<file path="src/rtl/pipe_pkg.sv">
// pipe_pkg: state encoding and default wait limit shared by the pipeline controller.
package pipe_pkg;
  typedef enum logic [1:0] {RUN = 2'd0, MEM_WAIT = 2'd1, FAULT = 2'd2} state_e;
  localparam int WAIT_MAX_DEF = 15;
endpackage

</file>
<file path="src/rtl/hazard_detect.sv">
// hazard_detect: load-use hazard between the ID sources and the EX load destination.
module hazard_detect (
  input  logic [4:0] rs1_i,
  input  logic [4:0] rs2_i,
  input  logic [4:0] rd_i,
  input  logic       use_rs1_i,
  input  logic       use_rs2_i,
  input  logic       load_i,
  output logic       hazard_o
);
  assign hazard_o = load_i & (rd_i != 5'd0) &
                    ((use_rs1_i & (rs1_i == rd_i)) | (use_rs2_i & (rs2_i == rd_i)));
endmodule

</file>
<file path="src/rtl/pipe_ctrl.sv">
// pipe_ctrl: stall/flush/freeze control for a 5-stage pipeline with data-memory wait timeout.
// Define PIPE_CTRL_PERF_EN to add saturating load-use, branch-flush and memory-wait counters.
module pipe_ctrl import pipe_pkg::*; #(
  parameter int WAIT_MAX = WAIT_MAX_DEF
) (
  input  logic        clk,
  input  logic        reset,
  input  logic [4:0]  id_rs1,
  input  logic [4:0]  id_rs2,
  input  logic        id_use_rs1,
  input  logic        id_use_rs2,
  input  logic [4:0]  ex_rd,
  input  logic        ex_load,
  input  logic        ex_br_taken,
  input  logic        mem_req,
  input  logic        mem_ready,
  output logic        pc_en,
  output logic        if_id_en,
  output logic        id_ex_en,
  output logic        ex_mem_en,
  output logic        if_id_flush,
  output logic        id_ex_flush,
  output logic        mem_wb_bubble,
  output logic [1:0]  state,
`ifdef PIPE_CTRL_PERF_EN
  output logic        mem_timeout,
  output logic [31:0] lu_stall_cnt,
  output logic [31:0] br_flush_cnt,
  output logic [31:0] mem_wait_cnt
`else
  output logic        mem_timeout
`endif
);
  state_e     state_q, state_d;
  logic [7:0] cnt_q, cnt_d;
  logic       to_q, to_d;
  logic       hazard, frozen, fault, run_ok, lu, br;
  hazard_detect u_hazard (
    .rs1_i(id_rs1), .rs2_i(id_rs2), .rd_i(ex_rd),
    .use_rs1_i(id_use_rs1), .use_rs2_i(id_use_rs2), .load_i(ex_load),
    .hazard_o(hazard)
  );
  // A release cycle out of MEM_WAIT is evaluated exactly like RUN.
  assign frozen = (state_q == MEM_WAIT) ? !mem_ready : (state_q == RUN) & mem_req & !mem_ready;
  assign fault  = (state_q != RUN) & (state_q != MEM_WAIT);
  assign run_ok = !frozen & !fault;
  assign br     = run_ok & ex_br_taken;
  assign lu     = run_ok & hazard & !ex_br_taken;
  assign pc_en         = reset | (run_ok & !lu);
  assign if_id_en      = reset | (run_ok & !lu);
  assign id_ex_en      = reset | run_ok;
  assign ex_mem_en     = reset | run_ok;
  assign if_id_flush   = reset | fault | br;
  assign id_ex_flush   = reset | fault | br | lu;
  assign mem_wb_bubble = !reset & (frozen | fault);
  assign state         = state_q;
  assign mem_timeout   = to_q;
  always_comb begin
    state_d = (state_q == RUN) ? (frozen ? MEM_WAIT : RUN) :
              (state_q == MEM_WAIT) ? (mem_ready ? RUN : (cnt_q == 8'(WAIT_MAX)) ? FAULT : MEM_WAIT) :
              FAULT;
    cnt_d   = (state_q == RUN) ? (frozen ? 8'd1 : 8'd0) :
              (state_q == MEM_WAIT) ? (mem_ready ? 8'd0 : (cnt_q == 8'hff) ? cnt_q : cnt_q + 8'd1) :
              cnt_q;
    to_d    = to_q | ((state_q == MEM_WAIT) & !mem_ready & (cnt_q == 8'(WAIT_MAX)));
  end
  always_ff @(posedge clk) begin
    if (reset) begin
      state_q <= RUN;
      cnt_q   <= 8'd0;
      to_q    <= 1'b0;
    end else begin
      state_q <= state_d;
      cnt_q   <= cnt_d;
      to_q    <= to_d;
    end
  end
`ifdef PIPE_CTRL_PERF_EN
  logic [31:0] lu_q, br_q, mw_q;
  always_ff @(posedge clk) begin
    if (reset) begin
      lu_q <= '0;
      br_q <= '0;
      mw_q <= '0;
    end else begin
      lu_q <= (lu && lu_q != '1) ? lu_q + 32'd1 : lu_q;
      br_q <= (br && br_q != '1) ? br_q + 32'd1 : br_q;
      mw_q <= (frozen && mw_q != '1) ? mw_q + 32'd1 : mw_q;
    end
  end
  assign lu_stall_cnt = lu_q;
  assign br_flush_cnt = br_q;
  assign mem_wait_cnt = mw_q;
`endif
endmodule

</file>
<file path="config.mk">
export PLATFORM = sky130hd
export DESIGN_NAME = pipe_ctrl
export DESIGN_NICKNAME = d
export VERILOG_FILES = /design/src/rtl/pipe_pkg.sv /design/src/rtl/hazard_detect.sv /design/src/rtl/pipe_ctrl.sv
export SDC_FILE = /design/constraint.sdc
export NUM_CORES = 1
export LEC_CHECK = 0
export CAP_MARGIN = 5
export CORE_ASPECT_RATIO = 1.25
export CORE_UTILIZATION = 25
export CTS_CLUSTER_SIZE = 16
export DETAILED_ROUTE_END_ITERATION = 12
export GPL_ROUTABILITY_DRIVEN = 0
export HOLD_SLACK_MARGIN = 0.12
export PLACE_DENSITY_LB_ADDON = 0.3
export SYNTH_ARGS = -nofsm -noshare
export SYNTH_HDL_FRONTEND = slang
export SYNTH_SLANG_ARGS = --single-unit
</file>
<file path="constraint.sdc">
create_clock -name clk -period 1.7 [get_ports clk]
set_input_delay 0.255 -clock clk [delete_from_list [all_inputs] [get_ports clk]]
set_output_delay 0.255 -clock clk [all_outputs]
set_load 0.02 [all_outputs]
</file>
==> run_results.csv, run 1 <==
group,metric,value,unit
sta,min_period,1660,ps
global_route,grt.total_usage,0.138,
worst_setup_path,startpoint,"cnt_q[0]",
routing,drt-pass1-iter-count,3,
sta,hold_ws,420,ps
pwr,p_total,596,uW
hold_path,hp-start,"mem_ready",
final_layout,layout_common_cells,"buf_4 (22), dlygate4sd2_1 (13), xnor2_1 (11)",
clock_network,cts_buffer_depth,2,
final_layout,drive_above_1_share,0.357,
synthesis,synth_nets,113,
synthesis,syn_avg_cell_area,8.24,um2
synthesis,synthFlopType,"dfxtp_1",
place,io_buffers,32,
run,drv_cap,0,
synthesis,synthArstFlopShare,0,
global_route,grt_pass1_vias,843,
clock_network,cts_max_level,1,
routing,viasPerCell,4.99,
floorplan,die_h,62.6,um
sta,fin_crit_sh,0.979,
worst_setup_path,worstPathArrival,1870,ps
hold_path,holdCritPathClass,"input pin to flop",
worst_setup_path,start_kind,"flop",
floorplan,start_util,0.268,
final_layout,final_nets,165,
worst_setup_path,worstPathMaxFanout,8,
clock_network,numCtsBuffers,3,
global_route,grt_max_degree,9,
worst_setup_path,max_stage_delay,480,ps
clock_network,cts_sinks,11,
floorplan,core_area,2730,um2
clock_network,clock_latency,270,ps
routing,wire_per_inst,11.1,um
worst_setup_path,critPathTopFamily,"simple AND/OR/NAND/NOR gates",
worst_setup_path,path_buf_inv,0,
final_layout,final_common_cell,"buf_4",
worst_setup_path,cp_cell_sequence,"ha_2 > and4b_4 > a31o_4 > or4_4 > a21oi_2",
sta,setup_viol,0,
synthesis,netlist_area,733,um2
pwr,p_per_area,476,nW/um2
sta,worstMarginPinSlew,296,ps
floorplan,io_pins,33,
worst_setup_path,path_class,"flop to flop",
outcome,status,"completed",
clock_network,cts_tree,"built",
global_route,grt_pass1_wl,3.29,mm
routing,drt_iter0_drc,6,
routing,detail-route-antenna-nets,0,
clock_network,root_buffer,"clkbuf_4",
global_route,grt_antenna_before_repair,0,
synthesis,yosys_warnings,0,
routing,wl,1.94,mm
routing,drc,0,
worst_setup_path,crit_slowest_cell,"or4_4",
final_layout,num_antenna_cells,0,
sta,finalHoldViolCount,0,
sta,final_max_slew_viol_count,0,
sta,clock.fmax,0.601,GHz
routing,vias,868,
global_route,grt_overflow_total,0,
clock_network,cts.clk_slew.worst_paths,70,ps
final_layout,synthToLayoutAreaGrowth,70.8,%
pwr,p_leak,0.506,nW
sta,finalClockSkew,3.06,ps
place,dpl.hpwl,1.61,mm
floorplan,rows,21,
worst_setup_path,r2r_start,"cnt_q[0]",
synthesis,synth-seq-cells,11,
synthesis,synthesis.instances,89,
synthesis,ys_types,32,
synthesis,seq_area_frac_synth,0.300,
floorplan,die-area,3160,um2
floorplan,die_w,50.4,um
worst_setup_path,endpoint_kind,"flop",
worst_setup_path,critical_path_required,1910,ps
pwr,ir_drop,0.000215,V
synthesis,synth-edff-count,0,
sta,relSlewSlack,0.798,
## state kept, by name (all words and copies together) (netlist names)
| signal | flops |
|---|---|
| cnt_q | 8 |
| state | 2 |
| mem_timeout | 1 |
## worst paths after layout
check,to,cells past startpoint,slack (ps)
hold / removal,state[0],3,420
hold reg to reg,mem_timeout,2,470
setup reg to reg,cnt_q[5],5,40
setup / recovery,cnt_q[5],5,40
## cells by family after synthesis
| logic type | synth area share |
|---|---|
| buffers and inverters | 0.0631 |
| XOR/XNOR | 0.131 |
| AND/OR/NAND/NOR | 0.276 |
| adder cells (fa/ha/maj) | 0.0171 |
| flip-flops | 0.300 |
| AO/OA/AOI/OAI | 0.212 |
## power breakdown
part / switching, mW / internal [mW]
Clock: 0.0858 / 0.0909
Combinational: 0.0643 / 0.0932
Sequential: 0.00203 / 0.260
## cell type report
| cell class | instances | area [um2] |
|---|---|---|
| repair buffers | 52 | 419 |
| clock buffers | 4 | 26.3 |
| well taps | 34 | 42.5 |
| flip-flops and latches | 11 | 221 |
| multi-input cells | 70 | 532 |
| fillers | 297 | 1480 |
| inverters | 3 | 11.3 |
## synthesized netlist by cell type (2+ instances only)
cell type / count / area (um2)
or3_1: 2 / 12.5
o21bai_1: 3 / 22.5
o31ai_1: 2 / 15.0
o21ai_0: 3 / 15.0
dfxtp_1: 11 / 220
nand3_1: 3 / 15.0
nor3_1: 2 / 10.0
nand2_1: 6 / 22.5
or4_1: 5 / 37.5
a31oi_1: 2 / 12.5
nor3b_1: 2 / 15.0
nand4_1: 4 / 25.0
inv_1: 3 / 11.3
nor2_1: 5 / 18.8
buf_4: 2 / 15.0
xnor2_1: 11 / 96.3
a21oi_1: 8 / 40.0
## routing by layer
layer	global-route usage	up-vias	wire (um)
li1	-	433	-
met1	0.130	397	704
met4	0.0938	0	50
met5	0	-	0
met2	0.245	34	1020
met3	0.0438	4	156
## tightest hold or removal path, delay by kind of cell
kind,cells,cell delay [ps]
buffers and inverters,1,210
AOI/OAI and AO/OA,2,170
## timing repair
item | CTS | global route
setup buffers | 0 | 0
hold buffers | 0 | 0
endpoints found under the setup margin | 11 | 6
pin swaps | 19 | 3
gates resized for setup | 70 | 6
## through the flow
step | TNS, ps | cells | utilization | worst slack, ps | cell area, um2
2_1_floorplan | -46.0 | 89 | - | -46.0 | 742
3_3_place_gp | -5440 | 170 | 0.446 | -757 | 1220
3_5_place_dp | -5570 | 170 | 0.446 | -781 | 1220
4_1_cts | 0 | 174 | 0.454 | 11.1 | 1240
5_1_grt | -11.5 | 174 | 0.458 | -11.5 | 1250
6_report | 0 | 174 | 0.458 | 36.1 | 1250
No activity file was read; power rests on OpenSTA's default activity.
==> run 2: changes to the inputs <==
--- a/config.mk
+++ b/config.mk
@@ -11,8 +11,10 @@
 export CTS_CLUSTER_SIZE = 16
 export DETAILED_ROUTE_END_ITERATION = 12
 export GPL_ROUTABILITY_DRIVEN = 0
+export GPL_TIMING_DRIVEN = 1
 export HOLD_SLACK_MARGIN = 0.12
 export PLACE_DENSITY_LB_ADDON = 0.3
+export REMOVE_ABC_BUFFERS = 1
 export SYNTH_ARGS = -nofsm -noshare
 export SYNTH_HDL_FRONTEND = slang
 export SYNTH_SLANG_ARGS = --single-unit
==> run_results.csv, run 2 (synthesized netlist as in run 1, its figures left out) <==
group,metric,value,unit
pwr,p_leak,0.553,nW
sta,finalHoldViolCount,0,
hold_path,holdPathStages,3,
sta,min_period,1670,ps
floorplan,die_h,62.6,um
place,dpl.hpwl,1.63,mm
clock_network,numCtsBuffers,3,
global_route,grt_use_met2,0.248,
worst_setup_path,start_kind,"flop",
final_layout,num_antenna_cells,0,
final_layout,largest_register_ffs,8,
sta,finalClockSkew,2.71,ps
global_route,met3_usage,0.0219,
routing,detail-route-antenna-nets,0,
routing,wl,2.29,mm
sta,final_max_slew_viol_count,0,
final_layout,drive_above_1_share,0.385,
global_route,met1_usage,0.146,
global_route,grt_overflow_total,0,
worst_setup_path,critical_path_required,1440,ps
clock_network,clock_latency,270,ps
floorplan,core_area,2730,um2
run,drv_cap,0,
clock_network,cts.clk_slew.worst_paths,80,ps
sta,rsz0062_at_grt,"true",
routing,vias,881,
sta,relSlewSlack,0.768,
routing,drt_iter0_drc,21,
clock_network,cts_max_level,1,
hold_path,holdCritPathClass,"input pin to flop",
floorplan,die_w,50.4,um
final_layout,regMostFlops,"cnt_q",
routing,wire_per_inst,12.9,um
worst_setup_path,reg2reg_depth,5,
worst_setup_path,endpoint_kind,"primary output",
pwr,p_total,625,uW
final_layout,final_nets,168,
place,dp_cells,169,
pwr,p_per_area,465,nW/um2
global_route,grt_pass1_vias,857,
final_layout,final_common_cell,"buf_4",
floorplan,start_util,0.268,
floorplan,rows,21,
sta,worstMarginPinSlew,339,ps
sta,setup-tns-final,0,ps
sta,setup_viol,0,
floorplan,die-area,3160,um2
clock_network,cts_buffer_depth,2,
sta,fin_crit_sh,0.982,
final_layout,layout_common_cells,"buf_4 (24), xnor2_1 (10), dfxtp_1 (8), clkdlybuf4s50_1 (8), dlygate4sd2_1 (8)",
clock_network,cts_sinks,11,
final_layout,fin_cells,177,
final_layout,synthToLayoutAreaGrowth,83.4,%
global_route,top_usage_layer,"met2",
floorplan,io_pins,33,
outcome,status,"completed",
global_route,grt.total_usage,0.132,
worst_setup_path,worstPathMaxFanout,7,
global_route,grt_antenna_before_repair,0,
sta,clock.fmax,0.599,GHz
global_route,grt_pass1_wl,3.34,mm
routing,drc,0,
routing,drt-pass1-iter-count,4,
worst_setup_path,path_class,"flop to primary output",
clock_network,cts_tree,"built",
sta,hold_ws,442,ps
global_route,grt_max_degree,10,
pwr,ir_drop,0.000293,V
place,io_buffers,32,
routing,viasPerCell,4.98,
clock_network,root_buffer,"clkbuf_4",
worst_setup_path,worstPathArrival,1410,ps
-- run 2: cell count changes in the layout (fill, tap and decap cells not counted), sizes merged --
cell / before / now
clkdlybuf4s15: 0 / 3
dlygate4sd2: 13 / 8
dlymetal6s2s: 1 / 5
clkdlybuf4s50: 7 / 8
-- run 2: power breakdown --
| group | internal [mW] | switching (mW) |
|---|---|---|
| Combinational | 0.103 | 0.0694 |
| Sequential | 0.261 | 0.00301 |
| Clock | 0.0910 | 0.0975 |
-- run 2: path summary, 6_finish.rpt --
path / start / endpoint / slack, ps
min: mem_ready / state[0] / 440
max reg2reg: cnt_q[0] / cnt_q[0] / 30
max: state[1] / state[1] / 30
min reg2reg: mem_timeout / mem_timeout / 490
-- run 2: area by class of cell --
type	count	area, um2
Clock buffer	4	26.3
Fill cell	277	1390
Inverter	3	11.3
Multi-Input combinational cell	70	557
Sequential cell	11	224
Tap cell	34	42.5
Timing Repair Buffer	55	484
-- run 2: per-stage QoR --
step	setup slack, ps	util	cell area, um2
after CTS	-3.05	0.457	1250
after detailed placement	-812	0.440	1200
after floorplan	-148	-	698
final	31.4	0.492	1350
after global placement	-779	0.440	1200
after global routing	-20.9	0.492	1350
-- run 2: routing by layer --
layer	up-vias	share of wire	routed length [um]
li1	439	-	-
met1	402	0.40	923
met2	36	0.53	1200
met3	4	0.055	125
met4	0	0.014	31
met5	-	0	0
-- run 2: what timing repair did --
action	4_1_cts	5_1_grt
hold buffers	0	0
pin swaps	9	14
hold endpoints to repair	0	0
setup endpoints to repair	11	9
gates resized for setup	62	19
setup buffers	0	4
-- run 2: worst max-delay path, cell delays in order, from the launching register on --
cell and delay, ps:
dfxtp_1 350, buf_4 170, clkdlybuf4s50_1 620
